<file path="src/rtl/dm_port_arbiter.sv">
// dm_port_arbiter: shares one single-port synchronous data memory between the
// two issue lanes. Lane p0 is the older instruction and p1 the younger one.
// Conflicting same-cycle accesses are serialised in program order, costing one
// stall cycle. Redundant accesses (same-address load/load or store/store) are
// merged into a single DM access.
module dm_port_arbiter #(
  parameter int AW    = 9,
  parameter int DW    = 16,
  parameter int CNT_W = 16
) (
  input  logic             clk,
  input  logic             rst_n,
  // lane p0 (older)
  input  logic             p0_req,
  input  logic             p0_DM_write_mem,
  input  logic [AW-1:0]    p0_DM_maddr,
  input  logic [DW-1:0]    p0_DM_wdata,
  output logic [DW-1:0]    p0_DM_rdata,
  output logic             p0_rvalid,
  // lane p1 (younger)
  input  logic             p1_req,
  input  logic             p1_DM_write_mem,
  input  logic [AW-1:0]    p1_DM_maddr,
  input  logic [DW-1:0]    p1_DM_wdata,
  output logic [DW-1:0]    p1_DM_rdata,
  output logic             p1_rvalid,
  // pipeline control
  output logic             stall,
  // data memory macro
  output logic             mem_en,
  output logic             mem_we,
  output logic [AW-1:0]    mem_addr,
  output logic [DW-1:0]    mem_wdata,
  input  logic [DW-1:0]    mem_rdata,
  // statistics
  output logic [CNT_W-1:0] conflict_cnt
);

  typedef enum logic {
    IDLE,
    SERVE_P1
  } state_t;

  localparam logic [CNT_W-1:0] CNT_ONE = CNT_W'(1);
  localparam logic [CNT_W-1:0] CNT_MAX = '1;

  state_t          state_q, state_d;

  // p1 access deferred by a conflict, replayed in SERVE_P1
  logic            cap_we_q;
  logic [AW-1:0]   cap_addr_q;
  logic [DW-1:0]   cap_wdata_q;
  logic            capture;

  // a load is granted for the lane this cycle; its data returns next cycle
  logic            rd_p0, rd_p1;

  // last returned read data per lane, held between loads
  logic [DW-1:0]   p0_hold_q, p1_hold_q;

  logic            same_addr;
  assign same_addr = (p0_DM_maddr == p1_DM_maddr);

  // Arbitration: next state, DM drive, stall and capture request.
  // Outputs are forced to their idle values while reset is asserted so that
  // the DM sees no access and the pipeline is released at once.
  always_comb begin
    // NOTE: every signal assigned here gets a default first so no path leaves
    // one unassigned; an unassigned path would infer a latch.
    state_d   = state_q;
    stall     = 1'b0;
    mem_en    = 1'b0;
    mem_we    = 1'b0;
    mem_addr  = '0;
    mem_wdata = '0;
    capture   = 1'b0;
    rd_p0     = 1'b0;
    rd_p1     = 1'b0;

    if (rst_n) begin
      unique case (state_q)
        IDLE: begin
          if (p0_req && p1_req) begin
            if (!p0_DM_write_mem && !p1_DM_write_mem && same_addr) begin
              // merged load: one read feeds both lanes
              mem_en   = 1'b1;
              mem_addr = p0_DM_maddr;
              rd_p0    = 1'b1;
              rd_p1    = 1'b1;
            end else if (p0_DM_write_mem && p1_DM_write_mem && same_addr) begin
              // merged store: the younger write wins, p0 data is dropped
              mem_en    = 1'b1;
              mem_we    = 1'b1;
              mem_addr  = p1_DM_maddr;
              mem_wdata = p1_DM_wdata;
            end else begin
              // conflict: p0 first, p1 replayed next cycle
              mem_en    = 1'b1;
              mem_we    = p0_DM_write_mem;
              mem_addr  = p0_DM_maddr;
              mem_wdata = p0_DM_wdata;
              rd_p0     = !p0_DM_write_mem;
              stall     = 1'b1;
              capture   = 1'b1;
              state_d   = SERVE_P1;
            end
          end else if (p0_req) begin
            mem_en    = 1'b1;
            mem_we    = p0_DM_write_mem;
            mem_addr  = p0_DM_maddr;
            mem_wdata = p0_DM_wdata;
            rd_p0     = !p0_DM_write_mem;
          end else if (p1_req) begin
            mem_en    = 1'b1;
            mem_we    = p1_DM_write_mem;
            mem_addr  = p1_DM_maddr;
            mem_wdata = p1_DM_wdata;
            rd_p1     = !p1_DM_write_mem;
          end
        end

        SERVE_P1: begin
          // lane inputs are ignored; replay the captured p1 access
          mem_en    = 1'b1;
          mem_we    = cap_we_q;
          mem_addr  = cap_addr_q;
          mem_wdata = cap_wdata_q;
          rd_p1     = !cap_we_q;
          state_d   = IDLE;
        end

        default: state_d = IDLE;
      endcase
    end
  end

  // State register.
  always_ff @(posedge clk or negedge rst_n) begin
    // NOTE: sequential state uses non-blocking assignments so every register
    // samples the pre-edge values regardless of statement order.
    if (!rst_n) state_q <= IDLE;
    else        state_q <= state_d;
  end

  // Capture the deferred p1 access on a conflict.
  always_ff @(posedge clk or negedge rst_n) begin
    // NOTE: the capture register is reset as well, so a request caught before
    // reset can never be replayed after it.
    if (!rst_n) begin
      cap_we_q    <= 1'b0;
      cap_addr_q  <= '0;
      cap_wdata_q <= '0;
    end else if (capture) begin
      cap_we_q    <= p1_DM_write_mem;
      cap_addr_q  <= p1_DM_maddr;
      cap_wdata_q <= p1_DM_wdata;
    end
  end

  // Read-return pulses: a load granted in cycle N returns in N+1.
  always_ff @(posedge clk or negedge rst_n) begin
    if (!rst_n) begin
      p0_rvalid <= 1'b0;
      p1_rvalid <= 1'b0;
    end else begin
      p0_rvalid <= rd_p0;
      p1_rvalid <= rd_p1;
    end
  end

  // Hold the returned data until that lane's next load.
  always_ff @(posedge clk or negedge rst_n) begin
    if (!rst_n) begin
      p0_hold_q <= '0;
      p1_hold_q <= '0;
    end else begin
      if (p0_rvalid) p0_hold_q <= mem_rdata;
      if (p1_rvalid) p1_hold_q <= mem_rdata;
    end
  end

  // The DM output register supplies the data in the return cycle; afterwards
  // the held copy keeps it stable.
  assign p0_DM_rdata = p0_rvalid ? mem_rdata : p0_hold_q;
  assign p1_DM_rdata = p1_rvalid ? mem_rdata : p1_hold_q;

  // Saturating count of inserted stall cycles.
  always_ff @(posedge clk or negedge rst_n) begin
    if (!rst_n)                          conflict_cnt <= '0;
    else if (capture && conflict_cnt != CNT_MAX) conflict_cnt <= conflict_cnt + CNT_ONE;
  end

endmodule

</file>
<file path="config.mk">
export PLATFORM = sky130hd
export DESIGN_NAME = dm_port_arbiter
export DESIGN_NICKNAME = d
export VERILOG_FILES = /design/src/rtl/dm_port_arbiter.sv
export SDC_FILE = /design/constraint.sdc
export NUM_CORES = 1
export LEC_CHECK = 0
export BUFFER_PORTS_ARGS = -buffer_cell sky130_fd_sc_hd__buf_2
export CAP_MARGIN = 10
export CORE_ASPECT_RATIO = 0.9
export CORE_UTILIZATION = 53
export CTS_CLUSTER_DIAMETER = 40
export DETAILED_ROUTE_END_ITERATION = 8
export PLACE_DENSITY = 0.93
export SYNTH_ARGS = -nofsm -noshare
export SYNTH_HDL_FRONTEND = slang
export SYNTH_SLANG_ARGS = --single-unit
</file>
<file path="constraint.sdc">
create_clock -name clk -period 3.5 [get_ports clk]
set_clock_uncertainty 0.05 [all_clocks]
set_input_delay 0.35 -clock clk [delete_from_list [all_inputs] [get_ports clk]]
set_output_delay 0.35 -clock clk [all_outputs]
set_load 0.01 [all_outputs]
</file>
Word-level counts from Yosys, hierarchy flattened
Cells that the tools add are included.
{ "word_totals": {"out_inout_bits": 78, "elab_cells": 68, "inputBits": 72, "register_bits": 77} }
{ "op_classes": {"n_reduce_logical": 9, "addsub": 1, "n_mux": 46, "n_eq_ne": 2, "n_bitwise": 1} }
{ "op_table": {"columns": ["op", "count"], "rows": [
  ["$mux 16", 8],
  ["$mux 9", 6],
  ["$pmux 16 s2", 1],
  ["$mux 1", 26],
  ["$pmux 9 s2", 1],
  ["$add 16x1->16 const B", 1],
  ["$ne 16x16->1 const B", 1],
  ["$eq 9x9->1", 1],
  ["$pmux 1 s2", 4],
  ["$logic_and 1x1->1", 6],
  ["$logic_not 1->1", 3],
  ["$not 1->1", 1]
]} }

Longest topological paths before layout
{ "depth": {"ltp_word": 8, "mapped_depth": 7, "mapped_depth_nobuf": 6} }

Least setup slack after synthesis
OpenSTA, ideal clock, no wires.
{ "synth_timing": {"path_kind": "input -> output", "startpoint": "in p1_DM_maddr[5]", "endpoint": "out mem_wdata[10]", "path_buffers": 1, "arrival_ps": 1754, "t_required_ps": 3100, "cell_stages": 6, "path_slack_ps": 1346, "cell_sequence": "xor2_1 nor4_4 and3_4 a31oi_2 buf_6 a221o_1"} }
{ "synth_between": {"elab_chain_cells": 7, "elab_cells_between_ends": 8} }
{ "synth_lines": {"columns": ["item", "line", "text"], "rows": [
  ["from (decl)", "23", "input logic [AW-1:0] p1_DM_maddr,"],
  ["$eq 9x9->1 (*)", "62", "assign same_addr = (p0_DM_maddr == p1_DM_maddr);"],
  ["$logic_and 1x1->1", "90", "end else if (p0_DM_write_mem && p1_DM_write_mem && same_addr) begin"],
  ["$mux 16", "90", null],
  ["$mux 16 (*)", "84", "if (!p0_DM_write_mem && !p1_DM_write_mem && same_addr) begin"],
  ["$mux 16 (*)", "83", "if (p0_req && p1_req) begin"],
  ["$pmux 16 s2 (*)", "81", "unique case (state_q)"],
  ["$mux 16 (*)", "80", "if (rst_n) begin"],
  ["to (decl)", "33", "output logic [DW-1:0] mem_wdata,"]
]} }
Mark *: on every way between the ends. The rest lies on a longest branch, timed or not.

Worst setup path in the final report
{ "layout_timing": {"startpoint": "reg state_q", "endpoint": "out mem_wdata[10]"} }
{ "layout_between": {"elab_chain_cells": 3} }
{ "layout_lines": {"columns": ["item", "line", "text"], "rows": [
  ["from (decl)", "47", "state_t state_q, state_d;"],
  ["from (signal assigned)", "142", "else state_q <= state_d;"],
  ["$not 1->1", null, null],
  ["$pmux 16 s2 (*)", "81", null],
  ["$mux 16 (*)", "80", null]
]} }
Marked as above.

==> flow_summary.yaml <==
timing:
  setup_viol: 0
  rsz0062_at_grt: "no"
  min_period_ps: 2590
  period_share_pct: 74.1
  hold_viol: 0
  finalSetupTns_ps: 0
  maxSlewViolCount: 0
  slew_headroom_pct: 25.8
  worst_slew_pin_slew_ps: 1110
  fmax_mhz: 385
setup_path:
  r2r_slack_ps: 1150
  criticalPathCategory: "register to output port"
  critical_path.endpoint_type: "output port"
  worst-path-max-fanout: 16
  cp.arrival_ps: 2190
  critPathRequiredTime_ps: 3100
  cp-start-kind: "register"
global_routing:
  grt_max_degree: 105
  antenna_found_initial: 0
  grt_pass1_vias: 3250
  grt_pass1_wl_mm: 15.2
  grt_overflow: 0
  grt_usage_pct: 25.0
floorplan:
  ios: 150
  start_util_pct: 55.1
  die_w_um: 92.4
  core_um2: 7080
  die_h_um: 83.4
  num_rows: 29
  die-area_um2: 7700
clocking:
  cts_root_buffer: "clkbuf_8"
  clkTransAtPathRegs_ps: 80
  clock_path_buffers: 2
  clock-sinks: 77
  cts_hold_buf: 0
  cts.htree.levels: 3
  post-cts-setup-buffers: 0
  cts_tree: "done"
  cts_resized: 0
  cts_buffers: 9
  clock_latency_ps: 340
synth:
  syn_avg_cell_area_um2: 12.2
  yosysSeqAreaShare_pct: 49.4
  synth_warnings: 0
  ys_ff_latch: 77
  syn_inst: 319
  netlist_area_um2: 3900
  syn_nets: 392
  synth_ff_type: "dfrtp_1"
  ys_async_sr_fraction_pct: 100
  yosysUniqueCellTypes: 37
  synth_edf_count: 0
power:
  p_per_area_nw_per_um2: 545
  design_power_total_w: 0.00267
  vdd_drop_max_uv: 307
  p_leak_nw: 2.41
routing:
  drc: 0
  drt_iter0_markers: 106
  routed_via_density: 5.69
  dr.pass1.iters: 4
  ant_nets: 0
  wire_per_inst_um: 16.2
  vias: 3190
  drt_wl_total_mm: 9.07
cells_and_area:
  drive_gt1_share_pct: 50.2
  area_growth_pct: 25.7
  antennaDiodeCount: 0
  nets: 536
  fin_area_um2: 4900
  final_cell_count_no_fill: 561
status:
  status: "finished, final reports clean"
placed_design:
  dp.cells: 545
  place.gp.congestion: 0.846
  port_buffers: 149
  placed_area_um2: 4680
  dp_hpwl_mm: 6.56
job:
  drv_cap: 0
min_path:
  hp-class: "primary input to register"
cell usage after synthesis, types with 2 or more instances:
library cell | instances | share of area (%)
o21ai_0 | 17 | 2.2
nand4_1 | 13 | 2.1
nand2_1 | 5 | 0.48
xor2_1 | 9 | 2.0
a21oi_1 | 17 | 2.2
xnor2_1 | 14 | 3.1
mux2_4 | 18 | 6.9
and3_1 | 23 | 3.7
inv_1 | 5 | 0.48
buf_6 | 5 | 1.4
nor2_1 | 6 | 0.58
a211oi_1 | 2 | 0.38
a221o_1 | 16 | 4.1
mux2_2 | 43 | 12
mux2i_1 | 2 | 0.51
nor3_1 | 4 | 0.51
nor4_1 | 2 | 0.32
nand3_1 | 10 | 1.3
dfrtp_1 | 77 | 49
nor2b_1 | 2 | 0.32
clkbuf_1 | 13 | 1.3
placed cells by master, fill, tap and decap left out, drive strengths merged, types with 2 or more instances in the layout:
master / instances
buf: 152
dfrtp: 77
mux2: 61
and3: 24
a21oi: 18
o21ai: 17
a221o: 16
xnor2: 14
nand4: 13
clkbuf: 11
nand3: 10
xor2: 9
nor2: 6
inv: 6
nand2: 5
nor3: 5
nor4: 3
nor2b: 2
mux2i: 2
a211oi: 2
bufinv: 2
clkinv: 2
sequential cells by signal (all words and copies together), names as in the netlist:
signal	cells
cap_wdata_q	16
p1_rvalid	1
p0_hold_q	16
cap_we_q	1
p0_rvalid	1
cap_addr_q	9
p1_hold_q	16
conflict_cnt	16
state_q	1
where the power goes:
group          total [W]  internal, W  switching [W]
sequential       0.00121      0.00110       0.000111
clock           0.000741     0.000424       0.000317
combinational   0.000725     0.000377       0.000348
total            0.00267      0.00190       0.000776
worst max-delay path, cell delays in order, from the launching register on:
cell,delay (ps)
dfrtp_1,390
and2b_1,300
nand2_1,120
a31oi_2,640
a221o_1,270
buf_2,130
path summary, 6_finish.rpt:
kind / start / to / cells past startpoint
max in group asynchronous: rst_n / conflict_cnt[10] / 2
min in group asynchronous: rst_n / cap_addr_q[1] / 2
setup reg to reg: state_q / cap_wdata_q[0] / 5
setup / recovery: state_q / mem_wdata[10] / 5
hold reg to reg: p0_hold_q[15] / p0_hold_q[15] / 1
hold / removal: p0_DM_write_mem / p0_rvalid / 2
per-stage QoR:
step                util (%)  hold WS [ps]  setup slack, ps
finish                  69.3           185              906
global route            69.3           181              786
detailed placement      66.1           431              950
CTS                     69.3           167              903
global placement        66.1           426             1050
floorplan                  -          4.41             1350
cells by family after synthesis:
kind of cell / after synthesis / share of synthesized area (%)
compound gates: 59 / 10.8
xor+xnor: 23 / 5.17
fa+ha+maj: 1 / 0.321
buf+inv: 24 / 3.27
flops: 77 / 49.4
mux: 63 / 19.9
simple gates: 72 / 11.1
metal layers:
metal,routed length [um],vias to the layer above,global-route usage [%]
met4,144,0,10.7
met5,0,-,0
met1,3850,1575,30.8
met3,462,16,7.05
li1,-,1472,-
met2,4610,127,40.9
layout make-up:
type | instances | area, um^2
repair buffers | 152 | 771
well taps | 93 | 116
fillers | 526 | 2170
clock inverters | 5 | 82.6
inverters | 5 | 18.8
flip-flops and latches | 77 | 1930
clock buffers | 11 | 141
multi-input cells | 218 | 1840
No activity file was read; power rests on OpenSTA's default activity.
